<file path="config.mk">
export PLATFORM = sky130hd
export DESIGN_NAME = adder_skla_pipe_flat
export DESIGN_NICKNAME = d
export VERILOG_FILES = /design/src/rtl/adder_pkg.sv /design/src/rtl/adder_skla_pipe_if.sv /design/src/rtl/adder_skla_pipe_level.sv /design/src/rtl/adder_skla_pipe.sv /design/src/flat_wrapper.sv
export SDC_FILE = /design/constraint.sdc
export NUM_CORES = 1
export LEC_CHECK = 0
export ABC_AREA = 1
export BUFFER_PORTS_ARGS = -buffer_cell sky130_fd_sc_hd__buf_2
export CAP_MARGIN = 20
export CORE_UTILIZATION = 60
export CTS_BUF_LIST = sky130_fd_sc_hd__clkbuf_8
export DETAILED_ROUTE_END_ITERATION = 16
export PLACE_DENSITY = 0.81
export SETUP_SLACK_MARGIN = 0.1
export SLEW_MARGIN = 20
export SYNTH_ARGS = -nofsm -noshare
export SYNTH_HDL_FRONTEND = slang
export SYNTH_HIERARCHICAL = 1
export SYNTH_SLANG_ARGS = --single-unit
</file>
<file path="constraint.sdc">
create_clock -name clk -period 2.05 [get_ports clk]
set_input_delay 0.1025 -clock clk [delete_from_list [all_inputs] [get_ports clk]]
set_output_delay 0.1025 -clock clk [all_outputs]
set_load 0.01 [all_outputs]
</file>
<file path="src/rtl/adder_pkg.sv">
// adder_pkg: shared stage-count and latency helpers for the pipelined Sklansky adders
package adder_pkg;

  function automatic int skla_gp(input int width);
    return (width > 1) ? $clog2(width) : 0;
  endfunction

  function automatic int skla_stages(input int width, input int lvl);
    return (skla_gp(width) + lvl - 1) / lvl;
  endfunction

  function automatic int skla_latency(input int width, input int lvl);
    return skla_stages(width, lvl) + 2;
  endfunction

  // Index of the last prefix level evaluated before the register of prefix stage k
  function automatic int skla_last_level(input int k, input int lvl, input int gp);
    return ((k * lvl < gp) ? k * lvl : gp) - 1;
  endfunction

endpackage

</file>
<file path="src/rtl/adder_skla_pipe_if.sv">
// adder_skla_pipe_if: input and result valid/ready streams of the pipelined adder
interface adder_skla_pipe_if #(
  parameter int WIDTH     = 32,
  parameter int TAG_WIDTH = 1
);
  logic                 s_valid;
  logic                 s_ready;
  logic [WIDTH-1:0]     s_a;
  logic [WIDTH-1:0]     s_b;
  logic                 s_ci;
  logic                 s_sub;
  logic [TAG_WIDTH-1:0] s_tag;
  logic                 m_valid;
  logic                 m_ready;
  logic [WIDTH-1:0]     m_sum;
  logic                 m_co;
  logic                 m_ovf;
  logic [TAG_WIDTH-1:0] m_tag;

  modport master (
    output s_valid, s_a, s_b, s_ci, s_sub, s_tag, m_ready,
    input  s_ready, m_valid, m_sum, m_co, m_ovf, m_tag
  );

  modport slave (
    input  s_valid, s_a, s_b, s_ci, s_sub, s_tag, m_ready,
    output s_ready, m_valid, m_sum, m_co, m_ovf, m_tag
  );
endinterface

</file>
<file path="src/rtl/adder_skla_pipe_level.sv">
// adder_skla_level: one combinational Sklansky level; bits with bit LEVEL set absorb the top of the lower block
module adder_skla_level #(
  parameter int WIDTH = 32,
  parameter int LEVEL = 0
) (
  input  logic [WIDTH-1:0] p_in,
  input  logic [WIDTH-1:0] g_in,
  output logic [WIDTH-1:0] p_out,
  output logic [WIDTH-1:0] g_out
);
  for (genvar j = 0; j < WIDTH; j++) begin : g_bit
    if (((j >> LEVEL) & 1) == 1) begin : g_comb
      localparam int LO = (j | ((1 << LEVEL) - 1)) - (1 << LEVEL);
      assign g_out[j] = g_in[j] | (p_in[j] & g_in[LO]);
      assign p_out[j] = p_in[j] & p_in[LO];
    end else begin : g_pass
      assign g_out[j] = g_in[j];
      assign p_out[j] = p_in[j];
    end
  end
endmodule

</file>
<file path="src/rtl/adder_skla_pipe.sv">
// adder_skla_pipe: Sklansky prefix adder/subtractor, registered every LVL_PER_STAGE levels, lock-step valid/ready
module adder_skla_pipe
  import adder_pkg::*;
#(
  parameter int WIDTH         = 32,
  parameter int LVL_PER_STAGE = 2,
  parameter int TAG_WIDTH     = 1
) (
  input logic              clk,
  input logic              resetn,
  adder_skla_pipe_if.slave bus
);
  localparam int GP = skla_gp(WIDTH);
  localparam int N  = skla_stages(WIDTH, LVL_PER_STAGE);
  localparam int NL = (GP > 0) ? GP : 1;
  localparam int NP = (N > 1) ? N - 1 : 0;

  logic                          en;
  logic [WIDTH-1:0]              b_eff;
  logic [WIDTH-1:0]              p_in0;
  logic [WIDTH-1:0]              g_in0;
  logic                          c_in0;
  logic [N:0]                    v_q, v_d, cin_q, cin_d, am_q, am_d, bm_q, bm_d;
  logic [N:0][WIDTH-1:0]         p0_q, p0_d, g_q, g_d;
  logic [NP:0][WIDTH-1:0]        p_q, p_d;
  logic [N:0][TAG_WIDTH-1:0]     tag_q, tag_d;
  logic [NL-1:0][WIDTH-1:0]      li_p, li_g, lo_p, lo_g;
  logic [WIDTH:0]                carry;
  logic [WIDTH-1:0]              sum_d, m_sum_q;
  logic                          ovf_d, m_valid_q, m_co_q, m_ovf_q;
  logic [TAG_WIDTH-1:0]          m_tag_q;

  assign en          = !m_valid_q | bus.m_ready;
  assign bus.s_ready = en;
  assign b_eff       = bus.s_b ^ {WIDTH{bus.s_sub}};
  assign c_in0       = bus.s_ci ^ bus.s_sub;
  assign p_in0       = bus.s_a ^ b_eff;
  assign g_in0       = (bus.s_a & b_eff) | WIDTH'(p_in0[0] & c_in0);

  // Levels at a stage boundary read the stage register, the rest chain combinationally
  for (genvar i = 0; i < GP; i++) begin : g_lvl
    if (i % LVL_PER_STAGE == 0) begin : g_head
      assign li_p[i] = p_q[i / LVL_PER_STAGE];
      assign li_g[i] = g_q[i / LVL_PER_STAGE];
    end else begin : g_chain
      assign li_p[i] = lo_p[i - 1];
      assign li_g[i] = lo_g[i - 1];
    end
    adder_skla_level #(.WIDTH(WIDTH), .LEVEL(i)) u_lvl (
      .p_in (li_p[i]),
      .g_in (li_g[i]),
      .p_out(lo_p[i]),
      .g_out(lo_g[i])
    );
  end

  always_comb begin
    v_d      = '0;
    cin_d    = '0;
    am_d     = '0;
    bm_d     = '0;
    p0_d     = '0;
    g_d      = '0;
    p_d      = '0;
    tag_d    = '0;
    v_d[0]   = bus.s_valid;
    cin_d[0] = c_in0;
    am_d[0]  = bus.s_a[WIDTH-1];
    bm_d[0]  = b_eff[WIDTH-1];
    p0_d[0]  = p_in0;
    g_d[0]   = g_in0;
    p_d[0]   = p_in0;
    tag_d[0] = bus.s_tag;
    for (int k = 1; k <= N; k++) begin
      v_d[k]   = v_q[k-1];
      cin_d[k] = cin_q[k-1];
      am_d[k]  = am_q[k-1];
      bm_d[k]  = bm_q[k-1];
      p0_d[k]  = p0_q[k-1];
      tag_d[k] = tag_q[k-1];
      g_d[k]   = lo_g[skla_last_level(k, LVL_PER_STAGE, GP)];
    end
    for (int k = 1; k <= NP; k++) p_d[k] = lo_p[skla_last_level(k, LVL_PER_STAGE, GP)];
  end

  // G[j] is the carry out of bit j, so the carry vector is G shifted up over cin
  assign carry = {g_q[N], cin_q[N]};
  assign sum_d = p0_q[N] ^ carry[WIDTH-1:0];
  assign ovf_d = (am_q[N] == bm_q[N]) & (sum_d[WIDTH-1] != am_q[N]);

  always_ff @(posedge clk or negedge resetn) begin
    if (!resetn) begin
      v_q       <= '0;
      cin_q     <= '0;
      am_q      <= '0;
      bm_q      <= '0;
      p0_q      <= '0;
      g_q       <= '0;
      p_q       <= '0;
      tag_q     <= '0;
      m_valid_q <= 1'b0;
      m_sum_q   <= '0;
      m_co_q    <= 1'b0;
      m_ovf_q   <= 1'b0;
      m_tag_q   <= '0;
    end else if (en) begin
      v_q       <= v_d;
      cin_q     <= cin_d;
      am_q      <= am_d;
      bm_q      <= bm_d;
      p0_q      <= p0_d;
      g_q       <= g_d;
      p_q       <= p_d;
      tag_q     <= tag_d;
      m_valid_q <= v_q[N];
      if (v_q[N]) begin
        m_sum_q <= sum_d;
        m_co_q  <= carry[WIDTH];
        m_ovf_q <= ovf_d;
        m_tag_q <= tag_q[N];
      end
    end
  end

  assign bus.m_valid = m_valid_q;
  assign bus.m_sum   = m_sum_q;
  assign bus.m_co    = m_co_q;
  assign bus.m_ovf   = m_ovf_q;
  assign bus.m_tag   = m_tag_q;
endmodule
</file>
<file path="src/flat_wrapper.sv">
// flat-port wrapper written by rule: the top's interface ports become plain ports
module adder_skla_pipe_flat import adder_pkg::*;
#(
  parameter int WIDTH         = 32,
  parameter int LVL_PER_STAGE = 2,
  parameter int TAG_WIDTH     = 1
)
  (clk, resetn, bus_s_valid, bus_s_a, bus_s_b, bus_s_ci, bus_s_sub, bus_s_tag, bus_m_ready, bus_s_ready, bus_m_valid, bus_m_sum, bus_m_co, bus_m_ovf, bus_m_tag);
  adder_skla_pipe_if #(.WIDTH(WIDTH), .TAG_WIDTH(TAG_WIDTH)) bus_i ();
  input logic clk;
  input logic resetn;
  input wire logic [$bits(bus_i.s_valid)-1:0] bus_s_valid;
  input wire logic [$bits(bus_i.s_a)-1:0] bus_s_a;
  input wire logic [$bits(bus_i.s_b)-1:0] bus_s_b;
  input wire logic [$bits(bus_i.s_ci)-1:0] bus_s_ci;
  input wire logic [$bits(bus_i.s_sub)-1:0] bus_s_sub;
  input wire logic [$bits(bus_i.s_tag)-1:0] bus_s_tag;
  input wire logic [$bits(bus_i.m_ready)-1:0] bus_m_ready;
  output wire logic [$bits(bus_i.s_ready)-1:0] bus_s_ready;
  output wire logic [$bits(bus_i.m_valid)-1:0] bus_m_valid;
  output wire logic [$bits(bus_i.m_sum)-1:0] bus_m_sum;
  output wire logic [$bits(bus_i.m_co)-1:0] bus_m_co;
  output wire logic [$bits(bus_i.m_ovf)-1:0] bus_m_ovf;
  output wire logic [$bits(bus_i.m_tag)-1:0] bus_m_tag;
  assign bus_i.s_valid = bus_s_valid;
  assign bus_i.s_a = bus_s_a;
  assign bus_i.s_b = bus_s_b;
  assign bus_i.s_ci = bus_s_ci;
  assign bus_i.s_sub = bus_s_sub;
  assign bus_i.s_tag = bus_s_tag;
  assign bus_i.m_ready = bus_m_ready;
  assign bus_s_ready = bus_i.s_ready;
  assign bus_m_valid = bus_i.m_valid;
  assign bus_m_sum = bus_i.m_sum;
  assign bus_m_co = bus_i.m_co;
  assign bus_m_ovf = bus_i.m_ovf;
  assign bus_m_tag = bus_i.m_tag;
  adder_skla_pipe #(.WIDTH(WIDTH), .LVL_PER_STAGE(LVL_PER_STAGE), .TAG_WIDTH(TAG_WIDTH)) u_core (.clk(clk), .resetn(resetn), .bus(bus_i));
endmodule
</file>
# Yosys cells after proc, flatten, opt, wreduce, memory -nomap -nowiden
# Index checks and enable logic that the tools add are counted.
# op_classes
eq_ne,2
bitwise_logic,233
reduce_logical,2
# ops
cell,count
$and A1 B1 Y1,146
$xor A32 B32 Y32,3
$or A1 B1 Y1,81
$and A32 B32 Y32,1
$or A32 B32 Y32,1
$reduce_and A2 Y1,1
$eq A1 B1 Y1,1
$logic_not A1 Y1,1
$ne A1 B1 Y1,1
$xor A1 B1 Y1,1
# word_totals
register_bits,376
output_inout_bits,37
word_cells,260

# Longest topological paths before layout
# Gate-level depths: netlist (run 1).
# depth
word_depth,4
mapped_depth,9
mapped_depth_nobuf,7

# Cells and area by module
# The synthesis (run 1) kept the hierarchy.
# by_module_without_submodules
module,n_inst,cells_each,area_each_um2
adder_skla_pipe,1,1631,15168.3
adder_skla_level (u_core.g_lvl[0].u_lvl ...),3,112,540.5
adder_skla_level (u_core.g_lvl[4].u_lvl),1,116,604.3
adder_skla_level (u_core.g_lvl[3].u_lvl),1,116,560.5

# Worst setup path after synthesis (run 1)
# No wires, ideal clock.
# synth_timing
path_kind,register to register
from,reg u_core.m_valid_q (netlist: u_core/bus.m_valid)
to,reg u_core.m_sum_q[16] (netlist: u_core/bus.m_sum[16])
required_time_ps,1920
setup_time_ps,130
setup_slack_ps,811
arrival_ps,1109
stages_incl_launch_ff,9
synth_period_minus_slack_ps,1239
path_cell_list,dfrtp_1 inv_1 nor2_4 nor2_2 inv_2 buf_6 buf_2 nand2_1 o21ai_0
# synth_between
elab_chain_len,3
# synth_rtl
element,line_no,rtl
from (decl),adder_skla_pipe.sv:30,"logic ovf_d, m_valid_q, m_co_q, m_ovf_q;"
from (signal assigned),adder_skla_pipe.sv:115,m_valid_q <= v_q[N];
$logic_not A1 Y1,adder_skla_pipe.sv:33,assign en = !m_valid_q | bus.m_ready;
$or A1 B1 Y1,adder_skla_pipe.sv:33,
$reduce_and A2 Y1 (no source line),--,
to (signal assigned),adder_skla_pipe.sv:117,m_sum_q <= sum_d;
to (decl),adder_skla_pipe.sv:29,"logic [WIDTH-1:0] sum_d, m_sum_q;"
# Every way passes these cells.
# A chain may end at the register's enable or synchronous reset.

# Worst setup path after layout (run 1)
# layout_timing
from,reg u_core.m_valid_q (netlist: u_core/bus.m_valid)
to,out bus_s_ready
# layout_between
elab_chain_len,2
# layout_rtl
element,line_no,rtl
$logic_not A1 Y1,adder_skla_pipe.sv:33,
$or A1 B1 Y1,adder_skla_pipe.sv:33,
to (decl),flat_wrapper.sv:19,output wire logic [$bits(bus_i.s_ready)-1:0] bus_s_ready;
# Every way passes these cells.

==> impl_metrics.yaml, run 1 <==
outcome:
  status: "completed"
sta:
  setup_viol: 0
  tightest_slew_ns: 0.808
  hold_ws_ns: 0.0221
  rsz0062_at_grt: "no"
  fin_crit_ns: 1.84
  hold_violations: 0
  finalCritPeriodShare_pct: 89.9
  fmax_ghz: 0.543
  slew_headroom_pct: 46.1
  tns_ns: 0
  drv_slew: 0
  finClkSkew_ns: 0.0124
detailed_routing:
  post_drt_wl_per_cell_um: 12.7
  vias: 11767
  dr.pass1.iters: 7
  via_per_inst: 4.74
  drc_errors: 0
  wl_um: 31500
  drtAntennaViolNets: 0
  drt_iter0_markers: 1033
setup_path:
  cp_max_fo: 41
  start_kind: "flop"
  cp.arrival_ns: 1.74
  critPathKind: "flop to primary output"
  crit_path_end_kind: "primary output"
  r2r-end: "u_core/g_q[0]"
  reg2reg_depth: 8
  crit-reg2reg-launch: "u_core/bus.m_valid"
  r2r_setup_slack_ns: 0.21
  crit_required_ns: 1.95
power:
  power_leakage_nw: 10.5
  p_per_area_mw_per_mm2: 1370
  p_total_mw: 25.2
  ir_drop_mv: 0.610
cts:
  numCtsBuffers: 55
  path_clk_slew_ns: 0.06
  clkLatencyLatePin_ns: 0.58
  cts_sinks: 356
  root_buffer: "clkbuf_8"
  cts_tree: "done"
  clock_path_buffers: 3
  cts_max_level: 2
layout:
  final_area_mm2: 0.0184
  mostFrequentLayoutCells: "nand2_1, dfrtp_1, inv_1, buf_2, clkbuf_8"
  drive_above_1_share_pct: 11.2
  num-fill-cells: 2165
  fin_nets: 2170
  final_common_cell: "nand2_1"
  area_delta_synth_final_pct: 10.2
  utilization_pct: 67.8
  antenna_cells_inserted: 0
placement:
  dpl.hpwl_um: 19700
  gp_congestion: 0.791
  io_buffers: 107
  dpl_cell_area_mm2: 0.0165
floorplan:
  start_util_pct: 61.6
  die_h_um: 169
  io_pins: 108
  die_x_um: 169
  dieArea_mm2: 0.0286
  core_area_mm2: 0.0272
  rows: 60
min_path:
  min_from: "bus_s_b[27]"
  holdPathStages: 5
  min_to: "u_core/li_p[27]"
  min_path_type: "input pin to flop"
job:
  cap_violations: 0
yosys:
  synthCells: 2022
  netlist_area_mm2: 0.0167
  synth_nets: 2125
  yosys_warnings: 6
  avgSynthCellArea_um2: 8.27
global_routing:
  grt_pass1_vias: 11550
  antenna_found_initial: 0
  grt_max_degree: 76
  grt_pass1_wl_um: 54500
  grt_remaining_overflow: 0
  grt.total_usage_pct: 23.3
-- power breakdown --
| part | total, mW | switching (mW) | internal (mW) |
|---|---|---|---|
| clock | 5.98 | 2.66 | 3.32 |
| sequential | 11.7 | 1.84 | 9.89 |
| combinational | 7.46 | 4.64 | 2.82 |
-- routing by layer --
layer | global-route usage (%) | vias to the layer above | share of wire [%] | wire, um
met5 | 0 | - | 0 | 0
met4 | 6.97 | 0 | 1.7 | 538
met3 | 3.67 | 49 | 5.0 | 1560
met2 | 34.3 | 244 | 44 | 13700
met1 | 35.7 | 5466 | 50 | 15700
li1 | - | 6008 | - | -
-- cell type report --
type	instances	area [um2]	share of cell area, %
timing repair inverter	1	11.3	0.0611
tap	372	465	2.53
clock inverter	31	191	1.04
clock buffer	70	963	5.23
inverter	176	687	3.73
sequential	356	8910	48.3
multi-input combinational	1271	5560	30.1
timing repair buffer	206	1650	8.93
-- flip-flops by register name (all words and copies together) (netlist names) --
| register | count |
|---|---|
| u_core/v_q | 4 |
| u_core/tag_d | 3 |
| u_core/li_p | 76 |
| u_core/bus.m_co | 1 |
| u_core/cin_q | 4 |
| u_core/bus.m_valid | 1 |
| u_core/bus.m_ovf | 1 |
| u_core/bus.m_tag | 1 |
| u_core/p0_q | 32 |
| u_core/p0_d | 64 |
| u_core/bm_q | 4 |
| u_core/g_q | 96 |
| u_core/am_q | 4 |
| u_core/carry | 32 |
| u_core/bus.m_sum | 32 |
| u_core/tag_q | 1 |
-- how the worst max path moves through the flow --
stage | cells past startpoint | start | slack [ns] | to
6_report | 6 | u_core/bus.m_valid | 0.21 | bus_s_ready
5_1_grt | 6 | u_core/bus.m_valid | 0.11 | bus_s_ready
4_1_cts | 5 | u_core/bus.m_valid | 0.12 | bus_s_ready
3_5_place_dp | 7 | u_core/bus.m_valid | 0.38 | u_core/g_q[0]
3_3_place_gp | 7 | u_core/bus.m_valid | 0.46 | u_core/g_q[0]
2_1_floorplan | 8 | u_core/bus.m_valid | 0.81 | u_core/bus.m_sum[16]
-- worst max-delay path, stage by stage (launching register included) --
cell and delay, ns:
dfrtp_1 0.39, inv_1 0.10, nor2_4 0.04, buf_12 0.13, clkinv_16 0.11, buf_12 0.21
buf_2 0.16
-- through the flow --
| step | cells | setup WS, ns |
|---|---|---|
| after floorplan | 2022 | 0.811 |
| after global placement | 2310 | 0.456 |
| after detailed placement | 2310 | 0.381 |
| after CTS | 2480 | 0.118 |
| after global routing | 2483 | 0.110 |
| final | 2483 | 0.208 |
-- timing repair --
| item | in CTS | in global routing |
|---|---|---|
| pin swaps | 1 | 1 |
| buffers inserted | 1 | 2 |
| hold buffers | 68 | 0 |
| gates resized for setup | 1 | 1 |
| gates cloned | 0 | 1 |
| setup endpoints to repair | 1 | 2 |
| hold endpoints to repair | 425 | 0 |
(Power assumes the default switching activity.)
==> inputs of run 2 (changes only) <==
RECOVER_POWER = 100   (was unset)
REMOVE_ABC_BUFFERS = 1   (was unset)
==> impl_metrics.yaml, run 2 (synthesis results as in run 1) <==
cts:
  numCtsBuffers: 55
  clock_path_buffers: 3
  cts_max_level: 2
  clkLatencyLatePin_ns: 0.59
  root_buffer: "clkbuf_8"
  cts_sinks: 356
  path_clk_slew_ns: 0.06
  cts_tree: "done"
detailed_routing:
  via_per_inst: 4.83
  drt_iter0_markers: 787
  wl_um: 30700
  post_drt_wl_per_cell_um: 12.4
  drc_errors: 0
  vias: 11938
  drtAntennaViolNets: 0
  dr.pass1.iters: 5
power:
  power_leakage_nw: 10.2
  p_per_area_mw_per_mm2: 1330
  p_total_mw: 24.0
  ir_drop_mv: 0.646
floorplan:
  rows: 60
  io_pins: 108
  dieArea_mm2: 0.0286
  die_h_um: 169
  core_area_mm2: 0.0272
  die_x_um: 169
  start_util_pct: 61.6
global_routing:
  grt_max_degree: 141
  antenna_found_initial: 0
  grt_pass1_vias: 11616
  grt_pass1_wl_um: 52300
  grt_remaining_overflow: 0
  grt.total_usage_pct: 22.2
layout:
  fin_nets: 2173
  antenna_cells_inserted: 0
  mostFrequentLayoutCells: "nand2_1, dfrtp_1, inv_1, o21ai_0, dlygate4sd3_1"
  largest_register_ffs: 96
  utilization_pct: 66.6
  drive_above_1_share_pct: 7.94
  final_common_cell: "nand2_1"
  regMostFlops: "u_core/g_q"
  area_delta_synth_final_pct: 8.15
min_path:
  min_path_type: "input pin to flop"
placement:
  io_buffers: 107
  dpl.hpwl_um: 18100
  gp_congestion: 0.777
setup_path:
  path_cells: "inv_1 -> nor2_4 -> inv_12 -> clkbuf_2 -> nand2_1 -> o21ai_0"
  cp_max_fo: 53
  crit_path_end_kind: "flop"
  crit_required_ns: 2.53
  cp.arrival_ns: 2.28
  slowest_delay_ns: 0.72
  start_kind: "flop"
  critPathKind: "flop to flop"
  critical-path-slowest-cell: "clkbuf_2"
job:
  cap_violations: 0
sta:
  setup_viol: 0
  hold_violations: 0
  tightest_slew_ns: 1.03
  fin_crit_ns: 1.80
  slew_headroom_pct: 31.1
  rsz0062_at_grt: "no"
  finalCritPeriodShare_pct: 88.0
  finClkSkew_ns: 0.0275
  fmax_ghz: 0.554
  drv_slew: 0
outcome:
  status: "completed"
## run 2: changes by cell type in the layout (fill, tap and decap cells not counted), moves of 3 or more
| cell | delta |
|---|---|
| dlygate4sd3_1 | +10 |
| buf_2 | -37 |
| clkbuf_2 | +4 |
| inv_1 | +3 |
| buf_12 | -11 |
| clkinv_2 | -7 |
| o21ai_1 | -32 |
| clkbuf_1 | +41 |
| clkbuf_8 | -5 |
| o21ai_0 | +37 |
| clkbuf_4 | +6 |
| o21ai_2 | -5 |
| buf_4 | -11 |
## run 2: per-stage QoR
stage                     setup TNS (ns)  area (um2)  hold slack [ns]  cells  worst slack, ns
after CTS                              0       18300          0.00703   2473            0.114
after global placement                 0       16500           0.0844   2305            0.474
after floorplan                 -1278.13       15100           -0.193   1803            -4.03
final                                  0       18100           0.0273   2474            0.245
after global routing                   0       18100           0.0381   2474            0.103
after detailed placement               0       16500           0.0896   2305            0.404
## run 2: layer usage
layer	wire, um	vias up	track usage, %
li1	-	5994	-
met1	14000	5678	29.1
met4	423	0	6.15
met2	15000	226	38.0
met3	1290	40	3.90
met5	0	-	0
## run 2: what timing repair did
| item | CTS | global route |
|---|---|---|
| cloned | 0 | 1 |
| endpoints found under the setup margin | 1 | 1 |
| resized for setup | 1 | 1 |
| endpoints found under the hold margin | 394 | 0 |
| hold buffers | 78 | 0 |
| buffers inserted | 1 | 0 |
| pin swaps | 1 | 0 |
## run 2: worst paths after layout
kind,from,to,slack (ns),cells past startpoint
worst max-delay path,u_core/bus.m_valid,u_core/li_p[20],0.25,6
worst min-delay path,bus_s_b[9],u_core/li_p[9],0.03,5
worst max register to register,u_core/bus.m_valid,u_core/li_p[20],0.25,6
worst min register to register,u_core/p0_d[105],u_core/p0_q[105],0.47,2
max in group asynchronous,resetn,u_core/carry[1],0.62,3
min in group asynchronous,resetn,u_core/p0_d[113],0.06,2
## run 2: final cells by class
cell class	instances	area, um2
repair buffers	210	1520
clock inverters	24	101
flip-flops and latches	356	8910
well taps	372	465
fillers	2316	9080
inverters	176	673
multi-input cells	1271	5540
clock buffers	65	895
## run 2: power breakdown
group / leakage, nW / switching (mW) / internal, mW
Combinational: 5.17 / 4.38 / 2.59
Sequential: 4.48 / 1.78 / 9.89
Clock: 0.586 / 2.56 / 2.83
## run 2: worst max-delay path: cells and delay by family (launching register included)
kind,cells,cell delay [ns]
buffers and inverters,3,0.99
DFF,1,0.37
and+or+nand+nor,2,0.20
AOI/OAI and AO/OA,1,0.11
